**config.mk**
```make
export PLATFORM = sky130hd
export DESIGN_NAME = prefetch_queue
export DESIGN_NICKNAME = d
export VERILOG_FILES = /design/src/rtl/core_pkg.sv /design/src/rtl/byte_fifo.sv /design/src/rtl/prefetch_queue.sv
export SDC_FILE = /design/constraint.sdc
export NUM_CORES = 1
export LEC_CHECK = 0
export ABC_AREA = 0
export ABC_CLOCK_PERIOD_IN_PS = 3400
export CAP_MARGIN = 25
export CORE_MARGIN = 1.5
export CORE_UTILIZATION = 45
export DETAILED_ROUTE_END_ITERATION = 6
export DONT_BUFFER_PORTS = 1
export PLACE_DENSITY = 0.66
export SYNTH_ARGS = -nofsm -noshare
export SYNTH_HDL_FRONTEND = slang
export SYNTH_SLANG_ARGS = --single-unit
```
**constraint.sdc**
```tcl
create_clock -name clock -period 3.4 [get_ports clock]
set_clock_uncertainty 0.15 [all_clocks]
set_input_delay 0.51 -clock clock [delete_from_list [all_inputs] [get_ports clock]]
set_output_delay 0.51 -clock clock [all_outputs]
set_load 0.03 [all_outputs]
```
**src/rtl/core_pkg.sv**
```systemverilog
// Shared definitions for the instruction fetch path: bus widths, default depth, linear address.
// Pure declarations and a combinational helper, so this file adds no latency.
// No flow control lives here; the modules that import it handle backpressure.
package core_pkg;

  localparam int ADDR_W           = 20;
  localparam int DATA_W           = 8;
  localparam int IP_W             = 16;
  localparam int PQ_DEPTH_DEFAULT = 4;

  typedef logic [ADDR_W-1:0] lin_addr_t;
  typedef logic [DATA_W-1:0] byte_t;
  typedef logic [IP_W-1:0]   ip_t;

  // Real-mode linear address: seg*16 + off, truncated to 20 bits (wraps at 1 MiB)
  function automatic lin_addr_t linear_addr(input ip_t seg, input ip_t off);
    lin_addr_t a;
    a = {seg, 4'b0000} + {4'b0000, off};
    return a;
  endfunction

endpackage

```
**src/rtl/byte_fifo.sv**
```systemverilog
// Circular byte buffer, DEPTH x 8, with push/pop/clear and an occupancy count.
// A push is visible at the head the cycle after it is written; rdata is read combinationally at head.
// No internal backpressure: the caller only pushes into reserved slots and only pops when count != 0.
module byte_fifo
  import core_pkg::*;
#(
  parameter int  DEPTH = PQ_DEPTH_DEFAULT,
  localparam int PTR_W = $clog2(DEPTH),
  localparam int CNT_W = PTR_W + 1
) (
  input  logic             clock,
  input  logic             reset_n,
  input  logic             push_i,
  input  logic             pop_i,
  input  logic             clear_i,
  input  logic [7:0]       wdata_i,
  output logic [7:0]       rdata_o,
  output logic [CNT_W-1:0] count_o
);

  // Storage is deliberately left unreset; only the pointers and count define validity.
  byte_t            mem_q [DEPTH];
  logic [PTR_W-1:0] head_q, head_d;
  logic [PTR_W-1:0] tail_q, tail_d;
  logic [CNT_W-1:0] count_q, count_d;

  // Next-state for pointers and count; clear wins over a simultaneous push or pop
  always_comb begin
    head_d  = head_q;
    tail_d  = tail_q;
    count_d = count_q;
    if (clear_i) begin
      head_d  = '0;
      tail_d  = '0;
      count_d = '0;
    end else begin
      if (push_i) begin
        tail_d = tail_q + PTR_W'(1);
      end
      if (pop_i) begin
        head_d = head_q + PTR_W'(1);
      end
      unique case ({push_i, pop_i})
        2'b10:   count_d = count_q + CNT_W'(1);
        2'b01:   count_d = count_q - CNT_W'(1);
        default: count_d = count_q;
      endcase
    end
  end

  // Pointer and count registers
  always_ff @(posedge clock or negedge reset_n) begin
    if (!reset_n) begin
      head_q  <= '0;
      tail_q  <= '0;
      count_q <= '0;
    end else begin
      head_q  <= head_d;
      tail_q  <= tail_d;
      count_q <= count_d;
    end
  end

  // Data array write; a push that coincides with clear is discarded
  always_ff @(posedge clock) begin
    if (push_i && !clear_i) begin
      mem_q[tail_q] <= wdata_i;
    end
  end

  assign rdata_o = mem_q[head_q];
  assign count_o = count_q;

endmodule

```
**src/rtl/prefetch_queue.sv**
```systemverilog
// Instruction-byte prefetch queue: issues linear byte reads on idle bus cycles and buffers them for decode.
// Read issued in cycle N is captured at the end of N+1 and presented at the head in N+2.
// Requests stall while bus_busy or while buffered plus in-flight bytes would exceed DEPTH; flush discards all.
module prefetch_queue
  import core_pkg::*;
#(
  parameter int          DEPTH    = PQ_DEPTH_DEFAULT,
  parameter logic [15:0] RESET_IP = 16'h0000,
  localparam int         LVL_W    = $clog2(DEPTH) + 1
) (
  input  logic             clock,
  input  logic             reset_n,
  input  logic [15:0]      cs,
  input  logic             flush,
  input  logic [15:0]      flush_ip,
  input  logic             q_pop,
  output logic             q_valid,
  output logic [7:0]       q_data,
  output logic [15:0]      q_ip,
  output logic [LVL_W-1:0] q_level,
  input  logic             bus_busy,
  output logic             mem_req,
  output logic [19:0]      mem_address,
  input  logic [7:0]       mem_data
);

  localparam logic [LVL_W-1:0] DEPTH_LIM = LVL_W'(DEPTH);

  ip_t              fip_q, fip_d;
  ip_t              qip_q, qip_d;
  logic             inflight_q, inflight_d;

  logic             fifo_push;
  logic             fifo_pop;
  byte_t            fifo_rdata;
  logic [LVL_W-1:0] fifo_count;
  logic [LVL_W-1:0] reserved;

  // Slots already committed: bytes held plus the one read that may still be returning.
  // The sum never exceeds DEPTH because a request only issues while it is below DEPTH.
  assign reserved = fifo_count + LVL_W'(inflight_q);

  // Fetch request gating; reset_n is included so no request escapes while reset is held
  assign mem_req     = reset_n && !flush && !bus_busy && (reserved < DEPTH_LIM);
  assign mem_address = linear_addr(cs, fip_q);

  // A returning byte lands only if no flush is discarding it this same edge
  assign fifo_push = inflight_q && !flush;
  assign fifo_pop  = q_valid && q_pop && !flush;

  // Next-state for fetch pointer, head IP and the outstanding-read flag; flush has top priority
  always_comb begin
    fip_d      = fip_q;
    qip_d      = qip_q;
    inflight_d = inflight_q;
    if (flush) begin
      fip_d      = flush_ip;
      qip_d      = flush_ip;
      inflight_d = 1'b0;
    end else begin
      if (mem_req) begin
        fip_d      = fip_q + 16'd1;
        inflight_d = 1'b1;
      end else if (inflight_q) begin
        inflight_d = 1'b0;
      end
      if (fifo_pop) begin
        qip_d = qip_q + 16'd1;
      end
    end
  end

  // Fetch-side state registers
  always_ff @(posedge clock or negedge reset_n) begin
    if (!reset_n) begin
      fip_q      <= RESET_IP;
      qip_q      <= RESET_IP;
      inflight_q <= 1'b0;
    end else begin
      fip_q      <= fip_d;
      qip_q      <= qip_d;
      inflight_q <= inflight_d;
    end
  end

  byte_fifo #(
    .DEPTH (DEPTH)
  ) u_fifo (
    .clock   (clock),
    .reset_n (reset_n),
    .push_i  (fifo_push),
    .pop_i   (fifo_pop),
    .clear_i (flush),
    .wdata_i (mem_data),
    .rdata_o (fifo_rdata),
    .count_o (fifo_count)
  );

  // Head data is masked to zero when empty so unwritten storage never reaches the core
  assign q_valid = (fifo_count != '0);
  assign q_data  = q_valid ? fifo_rdata : 8'h00;
  assign q_ip    = qip_q;
  assign q_level = fifo_count;

endmodule
```
==> results of run 1 <==
[worst max-delay path: stages, from the launching register on]
cell and delay, ns:
dfrtp_1 0.43, ha_1 0.23, fa_1 0.40, a21oi_1 0.21, o21ai_1 0.15, a32o_2 0.30
nor4b_1 0.30, a211oi_1 0.07, buf_4 0.18
[sequential cells by signal, indices dropped and copies added, names as in the netlist]
name	flops
u_fifo.mem_q	32
q_ip	16
u_fifo.count_o	3
u_fifo.head_q	2
u_fifo.tail_q	2
fip_q	16
inflight_q	1
[layout make-up]
| type | count | area, um2 |
|---|---|---|
| fillers | 832 | 4540 |
| multi-input cells | 272 | 2160 |
| flip-flops and latches | 72 | 1960 |
| well taps | 111 | 139 |
| clock buffers | 9 | 124 |
| repair buffers | 12 | 105 |
| clock inverters | 7 | 104 |
| inverters | 15 | 56.3 |
| diodes | 1 | 2.50 |
[per-stage QoR]
stage                     area [um2]  util (%)  std cells  setup slack (ns)
after floorplan                 4250         -        375             0.226
after global placement          4370      47.5        480             0.382
after detailed placement        4370      47.5        480             0.346
after CTS                       4630      50.3        498           0.00968
after global routing            4650      50.6        498           0.00565
final                           4650      50.6        499             0.128
[repair_timing]
item,CTS,global route
endpoints found under the setup margin,0,5
hold buffers,2,0
buffers inserted,0,0
hold endpoints to repair,40,0
resized for setup,0,6
[metal layers]
layer / track usage [%] / routed length [um] / vias to the layer above
met5: 0 / 0 / -
met4: 5.53 / 74 / 0
met3: 5.78 / 614 / 5
met2: 31.0 / 4370 / 70
met1: 23.3 / 3840 / 1370
li1: - / - / 1370
[worst paths after layout]
path,to
setup / recovery,mem_address[16]
hold / removal,u_fifo.count_o[0]
setup reg to reg,q_ip[15]
hold reg to reg,u_fifo.tail_q[1]
max in group asynchronous,fip_q[15]
min in group asynchronous,q_ip[4]
[cell families (layout without fill, tap and decap cells)]
| family | count (synthesis) | after routing |
|---|---|---|
| DFF | 72 | 72 |
| adders and majority gates | 20 | 20 |
| buffers and inverters | 31 | 43 |
| muxes | 29 | 29 |
| other | 0 | 1 |
| and+or+nand+nor | 124 | 124 |
| AOI/OAI and AO/OA | 56 | 56 |
| xor gates and xnor gates | 43 | 43 |
[power by group]
group,internal (mW),total (mW),switching [mW]
registers,0.981,1.23,0.250
clock network,0.422,0.761,0.339
logic,0.370,0.945,0.574
total,1.77,2.94,1.16
[layout by cell type (no fill, tap or decap), types with 14 or more instances in the layout]
| master | n |
|---|---|
| nor3_1 | 15 |
| inv_1 | 15 |
| dfrtp_1 | 40 |
| a21oi_1 | 24 |
| xor2_1 | 20 |
| xnor2_1 | 22 |
| mux2_2 | 14 |
| edfxtp_1 | 32 |
| nand2_1 | 24 |
| nor2_1 | 22 |
| ha_1 | 18 |
==> out/summary.txt, run 1 <==
drt first pass iters: 4
die footprint: 10000 um2
Main synth FF type: dfrtp_1
layout cells sized above 1: 16.8%
Tot Pwr: 2.94 mW
largest net degree at the start of global routing: 41
fin. max-slew vios: 0
worst hold path class: input port to flop
IO buf count: 0
syn nets: 440
power density cells: 631 nW/um2
first-pass GRT wire length: 14400 um
area share of the largest cell type after synthesis: 23.6%
Post-Synthesis Cells: 375
Final min period: 3.27 ns
Post-Syn Area per Cell: 11.3 um2
Post-Synth XOR/XNOR Area: 8.86%
vias per cell: 5.64
arrival time at the worst endpoint: 2.61 ns
Remaining DRCs: 0
GRT overflow: 0
Total Routing Usage GR: 18.6%
core area: 9200 um2
Post-synth ARST share: 55.6%
Initial Util: 46.2%
outcome: completed
Root Buffer: clkbuf_8
crit path from: fip_q[4]
cell with the most instances after synthesis: dfrtp_1
Num CTS Buffers: 9
Clk Latency, worst-skew pair: 0.34 ns
synth top area cells: dfrtp_1 (24%), edfxtp_1 (23%), ha_1 (5.3%)
Slew @ Worst Pin: 0.719 ns
DRT iter0 DRCs: 128
Max FO, Critical Path: 5
CTS Buffer Depth: 2
Crit Path Category: flop to output pin
routability cong.: 0.843
R2R depth: 6
Clock transition at path regs: 0.08 ns
commonest cells in the netlist: dfrtp_1 (40), edfxtp_1 (32), a21oi_1 (24), nand2_1 (24), xnor2_1 (23)
peak supply drop: 529 uV
clk sinks: 72
critical path required time: 2.74 ns
Post-synth EDFFs: 32
I/O pins: 94
register area share after synthesis: 46.2%
max cap viols: 0
HP Start: flush
reg2reg setup slack: 0.92 ns
fmax: 306 MHz
Leak: 1.81 nW
Final Hold Fails: 0
Rel. slew slack: 51.6%
Yosys top cell by area: dfrtp_1
Synth Area in Adders: 6.24%
# setup viols final: 0
Crit Reg-Reg Startpoint: u_fifo.count_o[0]
Final ANT Viol Nets: 0
Mapped Area: 4250 um2
Synth Area in Compound Gates: 9.66%
Cell variety after synth: 61
die height: 100 um
vias in the first global route: 2835
setup_tns: 0 ns
Row Count: 35
fin crit share: 96.2%
mux cell area share after synthesis: 9.60%
Hold Path Depth: 1
post-synthesis simple-gate area fraction: 15.9%
main combinational cell family by area after synthesis: simple AND/OR/NAND/NOR gates
CTS tree: built
CP Launch Type: flop
initial antenna violation count: 1
routed wire length: 8900 um
width of the die: 100 um
CP Capture Type: output pin
CTS H-Tree Depth: 3
hold_ws: 0.0764 ns
NumNets Final: 447
flop and latch count out of synthesis: 72
synth-to-layout area growth: 9.48%
Syn. warnings: 0
drt wl/cell: 17.8 um
routed via count: 2815
RSZ-0062 raised after global routing: false
DP HPWL: 6540 um
No activity file was read; power rests on OpenSTA's default activity.
==> run 2, diff against run 1 <==
--- a/config.mk
+++ b/config.mk
@@ -9,10 +9,10 @@
 export ABC_CLOCK_PERIOD_IN_PS = 3400
 export CAP_MARGIN = 25
 export CORE_MARGIN = 1.5
-export CORE_UTILIZATION = 45
+export CORE_UTILIZATION = 59
 export DETAILED_ROUTE_END_ITERATION = 6
 export DONT_BUFFER_PORTS = 1
-export PLACE_DENSITY = 0.66
+export PLACE_DENSITY = 0.81
 export SYNTH_ARGS = -nofsm -noshare
 export SYNTH_HDL_FRONTEND = slang
 export SYNTH_SLANG_ARGS = --single-unit
==> run 2 against run 1 <==
Effect of this change:
- non-clock buffer count is 1 higher
- die area down 23%
- hold slack got worse by 0.019 ns
- clock power decreased by 17%
- design area is 1.4% lower
- first-iteration DRC count fell by 11%
- critical path depth unchanged
- cell count shrank 3.0%
- combinational power up 0.5%
- routed wire length shrank 5.8%
- critical endpoint is now mem_address[12]
- highest routed layer unchanged
==> out/summary.txt, run 2 (synthesis results as in run 1) <==
outcome: completed
Slew @ Worst Pin: 0.709 ns
vias in the first global route: 2837
initial antenna violation count: 0
IO buf count: 0
max cap viols: 0
layout cells sized above 1: 16.5%
routed via count: 2879
peak supply drop: 396 uV
DRT iter0 DRCs: 114
RR Endpoint: u_fifo.count_o[2]
arrival time at the worst endpoint: 2.58 ns
Initial Util: 61.9%
Leak: 1.79 nW
most frequent cells in the layout: dfrtp_1 (40), edfxtp_1 (32), nand2_1 (24)
Antenna Diode Count: 0
NumNets Final: 448
Crit Reg-Reg Startpoint: u_fifo.count_o[0]
clk sinks: 72
fin crit share: 95.4%
CP Capture Type: output pin
Clk Latency, worst-skew pair: 0.35 ns
worst hold path class: input port to flop
CTS H-Tree Depth: 3
Final ANT Viol Nets: 0
die footprint: 7720 um2
dpl cell area: 4360 um2
WHS Endpoint: u_fifo.count_o[0]
largest net degree at the start of global routing: 41
post-CTS setup buffer count: 0
most common cell after layout, fill and taps aside: dfrtp_1
Clock transition at path regs: 0.08 ns
fin area: 4590 um2
RSZ-0062 raised after global routing: true
I/O pins: 94
drt wl/cell: 17.3 um
Reg with most FFs: u_fifo.mem_q
R2R depth: 8
Max FO, Critical Path: 4
routability cong.: 0.892
fin. max-slew vios: 0
Row Count: 30
drt first pass iters: 4
Final min period: 3.24 ns
number of fill cells: 534
CTS Buffer Depth: 2
HP Start: flush
hold_ws: 0.0569 ns
Hold Path Depth: 1
synth-to-layout area growth: 7.95%
Rel. slew slack: 52.4%
Final Hold Fails: 0
Num CTS Buffers: 9
routed wire length: 8390 um
Crit Path Category: flop to output pin
crit path from: fip_q[4]
# setup viols final: 0
GRT overflow: 0
power density cells: 612 nW/um2
core area: 6870 um2
critical path required time: 2.74 ns
CTS tree: built
Remaining DRCs: 0
CP Launch Type: flop
width of the die: 87.9 um
Total Routing Usage GR: 22.9%
vias per cell: 5.95
first-pass GRT wire length: 13300 um
max reg flops: 32
fmax: 308 MHz
die height: 87.9 um
Root Buffer: clkbuf_8
reg2reg setup slack: 0.87 ns
DP HPWL: 6260 um
[run 2: power breakdown]
| part | switching [mW] | leakage [nW] | internal, mW |
|---|---|---|---|
| clock network | 0.352 | 0.0888 | 0.278 |
| registers | 0.244 | 0.764 | 0.981 |
| logic | 0.577 | 0.934 | 0.373 |
[run 2: how the worst max path moves through the flow]
stage	slack [ns]	to
after floorplan	0.23	mem_address[18]
after global placement	0.39	mem_address[12]
after detailed placement	0.34	mem_address[12]
after CTS	0.02	mem_address[12]
after global routing	-0.03	mem_address[12]
final	0.16	mem_address[12]
[run 2: layout make-up]
type                            count  area [um2]  share of cell area, %
Clock buffer                        9         124                   2.70
Multi-Input combinational cell    272        2150                   46.9
Sequential cell                    72        1960                   42.8
Clock inverter                      7        61.3                   1.34
Inverter                           15        56.3                   1.23
Tap cell                           96         120                   2.62
Timing Repair Buffer               13         113                   2.45
[run 2: timing repair]
item	4_1_cts	5_1_grt
hold endpoints to repair	40	0
endpoints found under the setup margin	0	6
resized for setup	0	5
hold buffers	2	0
[run 2: layer usage]
layer | global-route usage, % | part of all wire (%) | wire (um)
met5 | 0 | 0 | 0
met4 | 8.51 | 1.9 | 161
met3 | 7.35 | 8.3 | 693
met2 | 38.2 | 48 | 4070
met1 | 27.9 | 41 | 3470
[run 2: stage by stage]
step                      setup slack [ns]  cells  TNS [ns]  utilization (%)  total power [mW]
after floorplan                      0.226    375         0                -              2.00
after global placement               0.393    466         0             63.4              2.15
after detailed placement             0.342    466         0             63.4              2.18
after CTS                           0.0203    484         0             66.5              2.82
after global routing               -0.0281    484   -0.0281             66.8              2.95
final                                0.158    484         0             66.8              2.81
[run 2: worst max-delay path: stages (launching register included)]
cell and delay (ns):
dfrtp_1 0.43, ha_1 0.23, fa_1 0.43, a21oi_2 0.18, o21ai_1 0.12, a2111oi_1 0.36
nor3_1 0.12, xor2_1 0.17, buf_4 0.19
==> run 3, diff against run 2 <==
--- a/config.mk
+++ b/config.mk
@@ -9,10 +9,10 @@
 export ABC_CLOCK_PERIOD_IN_PS = 3400
 export CAP_MARGIN = 25
 export CORE_MARGIN = 1.5
-export CORE_UTILIZATION = 59
+export CORE_UTILIZATION = 45
 export DETAILED_ROUTE_END_ITERATION = 6
 export DONT_BUFFER_PORTS = 1
-export PLACE_DENSITY = 0.81
+export PLACE_DENSITY = 0.66
 export SYNTH_ARGS = -nofsm -noshare
 export SYNTH_HDL_FRONTEND = slang
 export SYNTH_SLANG_ARGS = --single-unit
==> results of run 3 <==
Final layout, timing and power as in run 1 (identical DEF).
